$ cat config.mk
export PLATFORM = sky130hd
export DESIGN_NAME = chu_vga_multi_square_core
export DESIGN_NICKNAME = d
export VERILOG_FILES = /design/src/rtl/chu_vga_multi_square_core.sv
export SDC_FILE = /design/constraint.sdc
export NUM_CORES = 1
export LEC_CHECK = 0
export CAP_MARGIN = 20
export CORE_ASPECT_RATIO = 1.25
export CORE_MARGIN = 3
export CORE_UTILIZATION = 60
export DETAILED_ROUTE_END_ITERATION = 7
export HOLD_SLACK_MARGIN = 0.02
export PLACE_DENSITY_LB_ADDON = 0.12
export SLEW_MARGIN = 30
export SYNTH_ARGS = -nofsm -noshare
export SYNTH_HDL_FRONTEND = slang
export SYNTH_SLANG_ARGS = --single-unit
export TNS_END_PERCENT = 5
$ cat constraint.sdc
create_clock -name clk -period 4.79 [get_ports clk]
set_input_delay 0.7185 -clock clk [delete_from_list [all_inputs] [get_ports clk]]
set_output_delay 0.7185 -clock clk [all_outputs]
set_load 0.1 [all_outputs]
$ cat src/rtl/chu_vga_multi_square_core.sv
// Multi-square sprite overlay: NS programmable filled squares drawn over the
// incoming video stream, with per-square bounce motion, overlap detection and
// a frame counter, all reachable through the slot register interface.
module chu_vga_multi_square_core #(
    parameter int             CD        = 12,
    parameter int             NS        = 4,
    parameter int             SW        = 6,
    parameter logic [CD-1:0]  KEY_COLOR = '0,
    parameter int             H_ACTIVE  = 640,
    parameter int             V_ACTIVE  = 480
) (
    input  logic          clk,
    input  logic          reset_n,
    input  logic [10:0]   x,
    input  logic [10:0]   y,
    input  logic          cs,
    input  logic          write,
    input  logic          read,
    input  logic [13:0]   addr,
    input  logic [31:0]   wr_data,
    output logic [31:0]   rd_data,
    input  logic [CD-1:0] si_rgb,
    output logic [CD-1:0] so_rgb
);

    localparam int IW = (NS > 1) ? $clog2(NS) : 1;
    localparam logic [CD-1:0] RESET_COLOR = CD'(12'hF00);

    typedef enum logic {IDLE, UPDATE} state_t;

    logic [10:0]   x0_r   [NS];
    logic [10:0]   y0_r   [NS];
    logic [SW-1:0] size_r [NS];
    logic [CD-1:0] col_r  [NS];
    logic [3:0]    vx_r   [NS];
    logic [3:0]    vy_r   [NS];
    logic [NS-1:0] en_r;
    logic [NS-1:0] mot_r;
    logic          bypass_r;
    logic [NS-1:0] status_r;
    logic [NS-1:0] live_r;
    logic [15:0]   frame_cnt;
    logic          tick_cond_q;
    state_t        state;
    logic [IW-1:0] idx;

    logic [NS-1:0] hit;
    logic [CD-1:0] pix_col;
    logic          spr_wr;
    logic          glb_wr;
    logic          tick_cond;
    logic          tick;
    logic          coll;
    logic          unused_bits;

    assign spr_wr      = cs & write & addr[13] & ~addr[12];
    assign glb_wr      = cs & write & addr[13] & addr[12];
    assign tick_cond   = (x == 11'd0) && (y == 11'(V_ACTIVE));
    assign tick        = tick_cond & ~tick_cond_q;
    assign coll        = (x < 11'(H_ACTIVE)) && (y < 11'(V_ACTIVE)) && (|(hit & (hit - 1'b1)));
    assign unused_bits = ^{read, addr[11:8], wr_data[31:11]};

    // One axis of the bounce step: returns {new position, new velocity}.
    // Arithmetic is widened so large positions cannot wrap into negatives.
    function automatic logic [14:0] bounce(input logic [10:0] pos, input logic [3:0] vel,
                                           input logic [SW-1:0] size, input int limit);
        logic signed [13:0] np;
        logic signed [13:0] sd;
        logic signed [13:0] lim;
        logic [3:0]         nv;
        np  = 14'({3'b000, pos}) + {{10{vel[3]}}, vel};
        sd  = 14'(size) + 14'sd1;
        lim = 14'(limit);
        nv  = (vel == 4'b1000) ? 4'd7 : 4'(~vel + 4'd1);
        if (np < 0) begin
            return {11'd0, nv};
        end else if (np + sd > lim) begin
            return {11'(lim - sd), nv};
        end else begin
            return {np[10:0], vel};
        end
    endfunction

    // Per-square hit test against the current pixel, done in 12 bits so the right edge never wraps.
    always_comb begin
        hit = '0;
        for (int i = 0; i < NS; i++) begin
            hit[i] = en_r[i] && (col_r[i] != KEY_COLOR)
                  && ({1'b0, x} >= {1'b0, x0_r[i]})
                  && ({1'b0, x} <  ({1'b0, x0_r[i]} + 12'(size_r[i]) + 12'd1))
                  && ({1'b0, y} >= {1'b0, y0_r[i]})
                  && ({1'b0, y} <  ({1'b0, y0_r[i]} + 12'(size_r[i]) + 12'd1));
        end
    end

    // Lowest-numbered hitting square wins; with no hit the incoming pixel passes through.
    always_comb begin
        pix_col = si_rgb;
        for (int i = NS - 1; i >= 0; i--) begin
            if (hit[i]) pix_col = col_r[i];
        end
    end

    // Output pixel register giving the fixed one-clock latency in every mode.
    always_ff @(posedge clk or negedge reset_n) begin
        if (!reset_n) so_rgb <= '0;
        else          so_rgb <= bypass_r ? si_rgb : pix_col;
    end

    // Motion sequencer: a frame tick starts a walk over all squares, one per clock.
    always_ff @(posedge clk or negedge reset_n) begin
        if (!reset_n) begin
            state <= IDLE;
            idx   <= '0;
        end else begin
            case (state)
                IDLE: begin
                    if (tick) begin
                        state <= UPDATE;
                        idx   <= '0;
                    end
                end
                UPDATE: begin
                    if (idx == IW'(NS - 1)) begin
                        state <= IDLE;
                        idx   <= '0;
                    end else begin
                        idx <= idx + 1'b1;
                    end
                end
                default: state <= IDLE;
            endcase
        end
    end

    // Square registers: motion update first, then a CPU write to the same register overrides it.
    always_ff @(posedge clk or negedge reset_n) begin
        if (!reset_n) begin
            for (int i = 0; i < NS; i++) begin
                x0_r[i]   <= '0;
                y0_r[i]   <= '0;
                size_r[i] <= '0;
                col_r[i]  <= RESET_COLOR;
                vx_r[i]   <= '0;
                vy_r[i]   <= '0;
            end
            en_r  <= '0;
            mot_r <= '0;
        end else begin
            for (int i = 0; i < NS; i++) begin
                if (state == UPDATE && idx == IW'(i) && en_r[i] && mot_r[i]) begin
                    {x0_r[i], vx_r[i]} <= bounce(x0_r[i], vx_r[i], size_r[i], H_ACTIVE);
                    {y0_r[i], vy_r[i]} <= bounce(y0_r[i], vy_r[i], size_r[i], V_ACTIVE);
                end
                if (spr_wr && addr[7:3] == 5'(i)) begin
                    case (addr[2:0])
                        3'd0: x0_r[i] <= wr_data[10:0];
                        3'd1: y0_r[i] <= wr_data[10:0];
                        3'd2: begin
                            size_r[i] <= wr_data[SW+1:2];
                            mot_r[i]  <= wr_data[1];
                            en_r[i]   <= wr_data[0];
                        end
                        3'd3: col_r[i] <= wr_data[CD-1:0];
                        3'd4: begin
                            vx_r[i] <= wr_data[3:0];
                            vy_r[i] <= wr_data[7:4];
                        end
                        default: ;
                    endcase
                end
            end
        end
    end

    // Global state: bypass, frame tick edge detect, sticky collisions and the frame counter.
    always_ff @(posedge clk or negedge reset_n) begin
        if (!reset_n) begin
            bypass_r    <= 1'b0;
            tick_cond_q <= 1'b0;
            status_r    <= '0;
            live_r      <= '0;
            frame_cnt   <= '0;
        end else begin
            tick_cond_q <= tick_cond;
            if (glb_wr && addr[2:0] == 3'd0) bypass_r <= wr_data[0];
            if (tick) begin
                status_r  <= live_r;
                live_r    <= coll ? hit : '0;
                frame_cnt <= frame_cnt + 16'd1;
            end else if (coll) begin
                live_r <= live_r | hit;
            end
        end
    end

    // Register readback, purely a function of the address.
    always_comb begin
        rd_data = '0;
        if (addr[13]) begin
            if (!addr[12]) begin
                for (int i = 0; i < NS; i++) begin
                    if (addr[7:3] == 5'(i)) begin
                        case (addr[2:0])
                            3'd0:    rd_data = 32'(x0_r[i]);
                            3'd1:    rd_data = 32'(y0_r[i]);
                            3'd2:    rd_data = 32'({size_r[i], mot_r[i], en_r[i]});
                            3'd3:    rd_data = 32'(col_r[i]);
                            3'd4:    rd_data = 32'({vy_r[i], vx_r[i]});
                            default: rd_data = '0;
                        endcase
                    end
                end
            end else begin
                case (addr[2:0])
                    3'd0:    rd_data = 32'(bypass_r);
                    3'd1:    rd_data = 32'(status_r);
                    3'd2:    rd_data = 32'(frame_cnt);
                    default: rd_data = '0;
                endcase
            end
        end
    end

endmodule

# Yosys cells after proc, flatten, opt, wreduce, memory -nomap -nowiden
# Cells that the tools add are included.
# totals
register_bits	241
latch_bits	0
ram_bits	0
mem_bits_ro	0
input_bits	85
out_inout_bits	44
elab_cells	322
n_memories	0
# op_classes
add_sub_neg	55
mul	0
div_mod_pow	0
order_cmp	34
n_eq_ne	20
n_shift	0
mux	97
bitwise	18
n_reduce_logical	58
# ops
cell	n
11-bit 2-to-1 mux	24
15-bit 2-to-1 mux	16
12-bit one-hot mux with 5 select lines	4
32-bit 2-to-1 mux	5
4-bit 2-to-1 mux	35
13-bit by 8-bit adder with 14-bit output	8
12-bit by 4-bit adder with 13-bit output	8
13-bit by 1-bit less-than comparator with 1-bit output, second input constant	8
11-bit by 6-bit adder with 12-bit output	8
12-bit by 1-bit adder with 12-bit output, second input constant	8
11-bit by 12-bit less-than comparator with 1-bit output	8
11-bit >= comparator	8
12-bit 2-to-1 mux	6
14-bit by 10-bit greater-than comparator with 1-bit output, second input constant	4
14-bit by 11-bit greater-than comparator with 1-bit output, second input constant	4
16-bit one-hot mux with 3 select lines	1
12-bit nonzero test	4
11-bit subtractor, first input constant	4
1-bit logical AND	40
9-bit by 7-bit subtractor with 10-bit output, first input constant	4
4-bit by 1-bit adder with 4-bit output, second input constant	8
4-bit equality test, second input constant	8
4-bit NOT	8
6-bit by 1-bit adder with 7-bit output, second input constant	4
29 further kinds	47

# Logic depth before layout (Yosys ltp)
# Gate-level depths: netlist of the first run.
# logic_depth
word_depth	12
mapped_depth	22
ltp_nobuf	21

# Worst setup path before layout of the first run
# Ideal clock, no wire load.
# synth_timing
kind	input-to-output
from	in addr[2]
to	out rd_data[6]
t_arrival_ps	4580
required_ps	4072
slack_ps	-509
cell_stages	9
path_buffers	3
cell_sequence	clkbuf_1 -> clkinv_1 -> nor3_1 -> clkbuf_1 -> buf_1 -> a22oi_1 -> o22ai_1 -> o21ai_0 -> a21boi_0
# synth_between
elab_chain_len	8
word_cells_on_any_way	16
# synth_lines
item	line	rtl
start, declared	19	input logic [13:0] addr,
3-bit equality test (tied with other cells)	204	case (addr[2:0])
12-bit one-hot mux with 5 select lines	204	
12-bit 2-to-1 mux	203	if (addr[7:3] == 5'(i)) begin
32-bit 2-to-1 mux (3 in a row)	203	
32-bit 2-to-1 mux *	201	if (!addr[12]) begin
32-bit 2-to-1 mux *	200	if (addr[13]) begin
end, declared	21	output logic [31:0] rd_data,
# Every way passes the cells marked *; elsewhere a longest branch is shown, timed or not.

# Worst setup path in the final report of the first run
# layout_timing
from	reg x0_r[0] in the netlist's numbering
to	reg x0_r[1] in the netlist's numbering
# layout_between
elab_chain_len	8
word_cells_on_any_way	9
# layout_lines
item	line	rtl
start, declared	31	logic [10:0] x0_r [NS];
start signal, assigned by index	152	{x0_r[i], vx_r[i]} <= bounce(x0_r[i], vx_r[i], size_r[i], H_ACTIVE);
start signal, assigned by index	157	3'd0: x0_r[i] <= wr_data[10:0];
12-bit by 4-bit adder with 13-bit output *	71	np = 14'({3'b000, pos}) + {{10{vel[3]}}, vel};
13-bit by 8-bit adder with 14-bit output	77	end else if (np + sd > lim) begin
14-bit by 11-bit greater-than comparator with 1-bit output	77	
15-bit 2-to-1 mux	77	
15-bit 2-to-1 mux *	75	if (np < 0) begin
11-bit 2-to-1 mux *	151	if (state == UPDATE && idx == IW'(i) && en_r[i] && mot_r[i]) begin
11-bit 2-to-1 mux	156	case (addr[2:0])
11-bit 2-to-1 mux *	155	if (spr_wr && addr[7:3] == 5'(i)) begin
# Marked as above.
# A chain may end at the register's enable or synchronous reset.

==> results of run 1 <==
-- synthesized netlist by cell type, types with 20 or more instances --
| library cell | instances | area (sq um) |
|---|---|---|
| ha_1 | 389 | 4867 |
| inv_1 | 246 | 923.4 |
| o21ai_0 | 189 | 945.9 |
| o21a_1 | 85 | 638.1 |
| a31oi_1 | 41 | 256.5 |
| a22oi_1 | 26 | 195.2 |
| nor3_1 | 110 | 550.5 |
| and2_1 | 20 | 125.1 |
| a41oi_1 | 20 | 175.2 |
| nor2b_1 | 59 | 369.1 |
| xor2_1 | 59 | 516.8 |
| o21ai_1 | 23 | 115.1 |
| a21o_1 | 67 | 503.0 |
| o31ai_1 | 32 | 240.2 |
| or2_2 | 22 | 137.6 |
| xnor2_1 | 148 | 1296 |
| fa_1 | 24 | 480.5 |
| nand4_1 | 45 | 281.5 |
| a21oi_1 | 218 | 1091 |
| and3_1 | 35 | 219.0 |
| nand2b_1 | 46 | 287.8 |
| clkbuf_1 | 102 | 382.9 |
| o221ai_1 | 20 | 175.2 |
| mux2i_1 | 72 | 720.7 |
| nand3_1 | 114 | 570.6 |
| o22ai_1 | 53 | 331.6 |
| o211ai_1 | 45 | 337.8 |
| a211oi_1 | 30 | 225.2 |
| nor4_1 | 42 | 262.8 |
| dfrtp_1 | 225 | 5630 |
| mux2_2 | 78 | 878.3 |
| nand2_1 | 247 | 927.1 |
| nor2_1 | 212 | 795.8 |
-- timing repair --
| action | CTS | global route |
|---|---|---|
| setup endpoints to repair | 0 | 44 |
| hold buffers | 0 | 0 |
| resized for setup | 0 | 12 |
-- metal layers --
layer	up-vias	share of wire	global-route usage
met2	1611	0.45	0.6722
li1	13247	-	-
met3	488	0.098	0.08296
met1	13993	0.37	0.4980
met4	4	0.080	0.2644
met5	-	0.00024	0
-- area by class of cell --
type,count,share of cell area
Sequential cell,241,0.1872
Inverter,249,0.02891
Antenna cell,2,0.0001548
Multi-Input combinational cell,2889,0.6702
Timing Repair Buffer,199,0.05820
Clock inverter,11,0.005766
Clock buffer,40,0.02496
Tap cell,637,0.02465
-- logic make-up (layout without fill, tap and decap cells) --
| family | Yosys count | count (layout) |
|---|---|---|
| compound gates | 1035 | 1035 |
| simple gates | 1047 | 1047 |
| mux | 171 | 171 |
| xor+xnor | 207 | 207 |
| flops | 241 | 241 |
| other cells | 1 | 18 |
| fa+ha+maj | 413 | 413 |
| buf+inv | 382 | 499 |
-- through the flow --
step	power (mW)	cells	hold slack (ns)
CTS	6.756	4266	0.03460
global route	7.094	4267	0.05024
global placement	4.321	4215	0.4558
finish	6.839	4268	0.01422
detailed placement	4.394	4215	0.4582
floorplan	3.728	3512	0.4229
-- final timing paths --
| check | cells after the start | end |
|---|---|---|
| worst max-delay path | 17 | x0_r[1] |
| min in group clk | 1 | frame_cnt[15] |
| worst min register to register | 1 | frame_cnt[15] |
| max in group asynchronous | 2 | y0_r[19] |
| worst max register to register | 17 | x0_r[1] |
| worst min-delay path | 1 | y0_r[40] |
-- power by group through the flow --
| stage | Clock [mW] | Combinational [mW] | Sequential, mW |
|---|---|---|---|
| floorplan | 0 | 1.47 | 2.25 |
| global placement | 0 | 2.16 | 2.16 |
| detailed placement | 0 | 2.23 | 2.16 |
| CTS | 2.39 | 2.24 | 2.13 |
| global route | 2.47 | 2.50 | 2.13 |
| finish | 2.39 | 2.32 | 2.13 |
-- sequential cells by signal, summed over array words and instances, names as in the netlist, 12 cells and up --
name and count:
vx_r 16, vy_r 16, x0_r 44, frame_cnt 16, so_rgb 12, y0_r 44, col_r 48, size_r 24
==> results.py, run 1 <==
metrics = {
    "routing": {
        "drc": 0,
        "dr.pass1.iters": 7,
        "detail-route-antenna-nets": 0,
        "drt_first_iter_violations": 3271,
        "dr_total_vias": 29343,
        "routed_wl_um": 108300,
        "wl_per_cell_um": 25.36,
        "vias_per_cell": 6.875,
    },
    "yosys": {
        "synthSimpleGateAreaFrac": 0.1827,
        "syn_area_sq_um": 29090,
        "synth_compound_area_frac": 0.2405,
        "yosysWarningCount": 0,
        "synthCells": 3497,
        "ys_types": 108,
        "synth_edf_count": 0,
        "synthXorXnorAreaFrac": 0.06232,
        "synth.mux.area_fraction": 0.07045,
        "synthArstFlopShare": 1.000,
        "synth_seq_area_share": 0.2080,
        "synth_adder_area_share": 0.1838,
        "ys.flop_type": "dfrtp_1",
        "avgSynthCellArea_sq_um": 8.319,
        "synth_top_family_by_area": "compound AO/OA/AOI/OAI gates",
        "synth-seq-cells": 241,
    },
    "critical_path": {
        "cp_cell_sequence": "ha_1, inv_1, fa_1, nor2b_1, o2111ai_1, nand3b_1, xor2_1, ha_1, nor4b_1, and4_1, a211oi_1, a221o_1, a22oi_1, nand3b_1, a21bo_2, mux2_1, o22ai_1",
        "critPathBufInv": 1,
        "crit_start": "x0_r[0]",
        "worstPathMaxFanout": 9,
        "critPathCaptureType": "flip-flop",
        "max_stage_delay_ns": 0.47,
        "cp_slowest_cell": "dfrtp_1",
        "crit_arrival_ns": 5.15,
        "reg2reg_slack_ns": 0.14,
        "path_class": "flip-flop to flip-flop",
        "regToRegStartpoint": "x0_r[0]",
        "cp_top_family": "compound AO/OA/AOI/OAI gates",
        "critPathRequiredTime_ns": 5.29,
        "critPathLaunchType": "flip-flop",
    },
    "power_and_ir_drop": {
        "p_int_mw": 4.361,
        "switchingPower_mw": 2.478,
        "combinationalPowerShare": 0.340,
        "p_sw_frac": 0.3623,
        "pwr-share-clk": 0.349,
        "powerDensity_nw_per_um2": 211.5,
        "max-vdd-ir-drop_mv": 0.2241,
        "leakagePower_nw": 14.63,
        "seq_power_share": 0.312,
    },
    "die": {
        "core_area_sq_um": 47550,
        "core.rowCount": 89,
        "pin_count": 129,
        "die_y_um": 252.2,
        "die_x_um": 203.0,
        "die-area_sq_um": 51180,
        "start_util": 0.6118,
    },
    "sta": {
        "fmax_mhz": 215.1,
        "rsz0062_at_grt": "true",
        "maxSlewViolCount": 0,
        "finalCriticalPeriod_ns": 4.649,
        "timing.final.crit_share": 0.9705,
        "timing.setup.tns_ns": 0,
        "maxSlewHeadroom": 0.3120,
        "timing.final.ws_setup_ns": 0.1413,
        "finalClockSkew_ns": 0.02394,
        "setup_viol": 0,
        "tightest_slew_ns": 1.032,
        "hold_violations": 0,
    },
    "placed_design": {
        "globalplace.congestion": 1.100,
        "place_area_sq_um": 31260,
        "hpwl_um": 84020,
        "portBuffers": 87,
        "dp_slack_ns": 0.1470,
    },
    "final_layout": {
        "layout_common_cells": "ha_1 (389), nand2_1 (247), inv_1 (246)",
        "finalNetCount": 4106,
        "final_common_cell": "ha_1",
        "area_growth_pct": 11.13,
        "postLayoutCellArea_sq_um": 32330,
        "drive_gt1_frac": 0.1017,
        "multi_input_area_sq_um": 21670,
        "register_area_sq_um": 6051,
        "fillCellCount": 4030,
        "fin_util": 0.6799,
    },
    "clock_tree": {
        "post_cts_buffers": 0,
        "clk_latency_ns": 0.59,
        "cts_tree": "done",
        "cts.htree.levels": 1,
        "cts_buffer_depth": 3,
        "numCtsBuffers": 28,
        "path_clk_slew_ns": 0.06,
        "cts.sink_count": 241,
        "root_buffer": "clkbuf_16",
    },
    "run_status": {
        "outcome": "finished, final reports clean",
    },
    "hold_path": {
        "hp-class": "input pin to asynchronous set/reset pin",
    },
    "grt": {
        "track_usage": 0.4122,
        "grt_pass1_wl_um": 165100,
        "grt.overflow.total": 0,
        "antenna_found_initial": 4,
        "grt_max_degree": 137,
        "grt_pass1_vias": 28386,
    },
    "run": {
        "cap_viol_max_count": 0,
    },
}
No activity file was read; power rests on OpenSTA's default activity.
==> run 2: changes to the inputs <==
--- a/config.mk
+++ b/config.mk
@@ -7,7 +7,7 @@
 export LEC_CHECK = 0
 export CAP_MARGIN = 20
 export CORE_ASPECT_RATIO = 1.25
-export CORE_MARGIN = 3
+export CORE_MARGIN = 5
 export CORE_UTILIZATION = 60
 export DETAILED_ROUTE_END_ITERATION = 7
 export HOLD_SLACK_MARGIN = 0.02
==> results.py, run 2 (synthesized netlist as in run 1, its figures left out) <==
metrics = {
    "run_status": {
        "outcome": "finished, final reports clean",
    },
    "final_layout": {
        "reg_top3": "col_r (48), x0_r (44), y0_r (44)",
        "finalNetCount": 4130,
        "register_area_sq_um": 6053,
        "final_common_cell": "ha_1",
        "final_cells": 4298,
        "multi_input_area_sq_um": 21700,
        "postLayoutCellArea_sq_um": 32470,
        "fillCellCount": 4090,
        "largest_register": "col_r",
        "layout_common_cells": "ha_1 (389), nand2_1 (247), inv_1 (246)",
        "area_growth_pct": 11.60,
        "drive_gt1_frac": 0.1098,
        "largest_reg_flops": 48,
    },
    "die": {
        "start_util": 0.6036,
        "pin_count": 129,
        "die_x_um": 207.0,
        "core_area_sq_um": 48200,
        "core.rowCount": 90,
        "die_y_um": 256.2,
        "die-area_sq_um": 53020,
    },
    "routing": {
        "detail-route-antenna-nets": 0,
        "wl_per_cell_um": 26.30,
        "dr.pass1.iters": 6,
        "drc": 0,
        "dr_total_vias": 29803,
        "routed_wl_um": 113000,
        "vias_per_cell": 6.934,
        "drt_first_iter_violations": 3199,
    },
    "critical_path": {
        "critPathCaptureType": "output pin",
        "max_stage_delay_ns": 0.57,
        "reg2reg_slack_ns": 0.14,
        "crit_arrival_ns": 3.94,
        "cp_cell_sequence": "clkdlybuf4s50_1, clkinv_1, nor2_1, a21oi_1, o22ai_1, a22oi_1, o22ai_1, nor2_1, nor3_1, a21oi_1, nor2b_1, buf_12",
        "cp_num_cells": 12,
        "r2r_cells": 17,
        "path_class": "input pin to output pin",
        "crit_start": "addr[2]",
        "critPathRequiredTime_ns": 4.07,
        "cp_top_family": "buffers and inverters",
        "worstPathMaxFanout": 10,
        "regToRegStartpoint": "x0_r[33]",
        "reg2reg_to": "x0_r[35]",
        "critPathBufInv": 3,
        "critPathLaunchType": "input pin",
        "crit_end": "rd_data[2]",
        "cp_slowest_cell": "clkdlybuf4s50_1",
    },
    "grt": {
        "track_usage": 0.4101,
        "grt_max_degree": 104,
        "grt.overflow.total": 0,
        "antenna_found_initial": 3,
        "grt_pass1_wl_um": 169400,
        "grt_pass1_vias": 28904,
    },
    "clock_tree": {
        "cts_buffer_depth": 3,
        "path_clk_slew_ns": 0.07,
        "cts_tree": "done",
        "numCtsBuffers": 28,
        "clk_latency_ns": 0.58,
        "root_buffer": "clkbuf_16",
        "cts.sink_count": 241,
        "cts.htree.levels": 1,
    },
    "sta": {
        "maxSlewHeadroom": 0.3286,
        "setup_viol": 0,
        "timing.final.crit_share": 0.9724,
        "timing.final.ws_setup_ns": 0.1323,
        "finalCriticalPeriod_ns": 4.658,
        "tightest_slew_ns": 1.004,
        "hold_violations": 0,
        "finalClockSkew_ns": 0.01500,
        "fin_hold_ws_ns": 0.1483,
        "maxSlewViolCount": 0,
        "timing.setup.tns_ns": 0,
        "fmax_mhz": 214.7,
    },
    "placed_design": {
        "hpwl_um": 87180,
        "dp_slack_ns": 0.1181,
        "globalplace.congestion": 1.012,
        "place_area_sq_um": 31450,
        "dp_cells": 4246,
        "portBuffers": 87,
    },
    "power_and_ir_drop": {
        "max-vdd-ir-drop_mv": 0.2522,
        "powerDensity_nw_per_um2": 207.1,
        "leakagePower_nw": 14.70,
    },
    "run": {
        "cap_viol_max_count": 0,
    },
    "hold_path": {
        "hp-class": "input pin to asynchronous set/reset pin",
    },
}
[run 2: repair_timing]
| action | in CTS | in global routing |
|---|---|---|
| hold buffers | 0 | 0 |
| resized for setup | 0 | 21 |
| endpoints found under the setup margin | 0 | 42 |
| setup buffers | 0 | 0 |
[run 2: power by group]
part           internal [mW]  switching (mW)
logic                  0.861            1.50
clock network           1.25           0.986
registers               2.08          0.0563
total                   4.18            2.54
[run 2: metrics by stage]
stage,utilization,power [mW]
after global placement,0.6525,4.344
after global routing,0.6736,6.961
after detailed placement,0.6525,4.421
after CTS,0.6713,6.617
after floorplan,-,3.728
final,0.6736,6.724
[run 2: worst min path at each step]
stage                     startpoint  depth (start not counted)  slack (ns)        end
after CTS                    reset_n                          1        0.21    x0_r[8]
after floorplan              reset_n                          0        0.42   bypass_r
after detailed placement   live_r[1]                          1        0.47  live_r[1]
after global routing         reset_n                          1        0.23    y0_r[4]
after global placement     live_r[1]                          1        0.46  live_r[1]
final                        reset_n                          1        0.15    y0_r[4]
[run 2: cell type report]
cell class,count,share of cell area
Inverter,249,0.02879
Multi-Input combinational cell,2889,0.6685
Antenna cell,1,0.00007708
Sequential cell,241,0.1865
Clock buffer,38,0.02401
Clock inverter,13,0.003892
Tap cell,644,0.02482
Timing Repair Buffer,223,0.06351
[run 2: metal layers]
layer | GRT usage | part of all wire | up-vias
met5 | 0 | 0.00011 | -
met4 | 0.2573 | 0.081 | 2
met3 | 0.09226 | 0.11 | 482
met2 | 0.6482 | 0.45 | 1696
met1 | 0.5040 | 0.37 | 14336
li1 | - | - | 13287
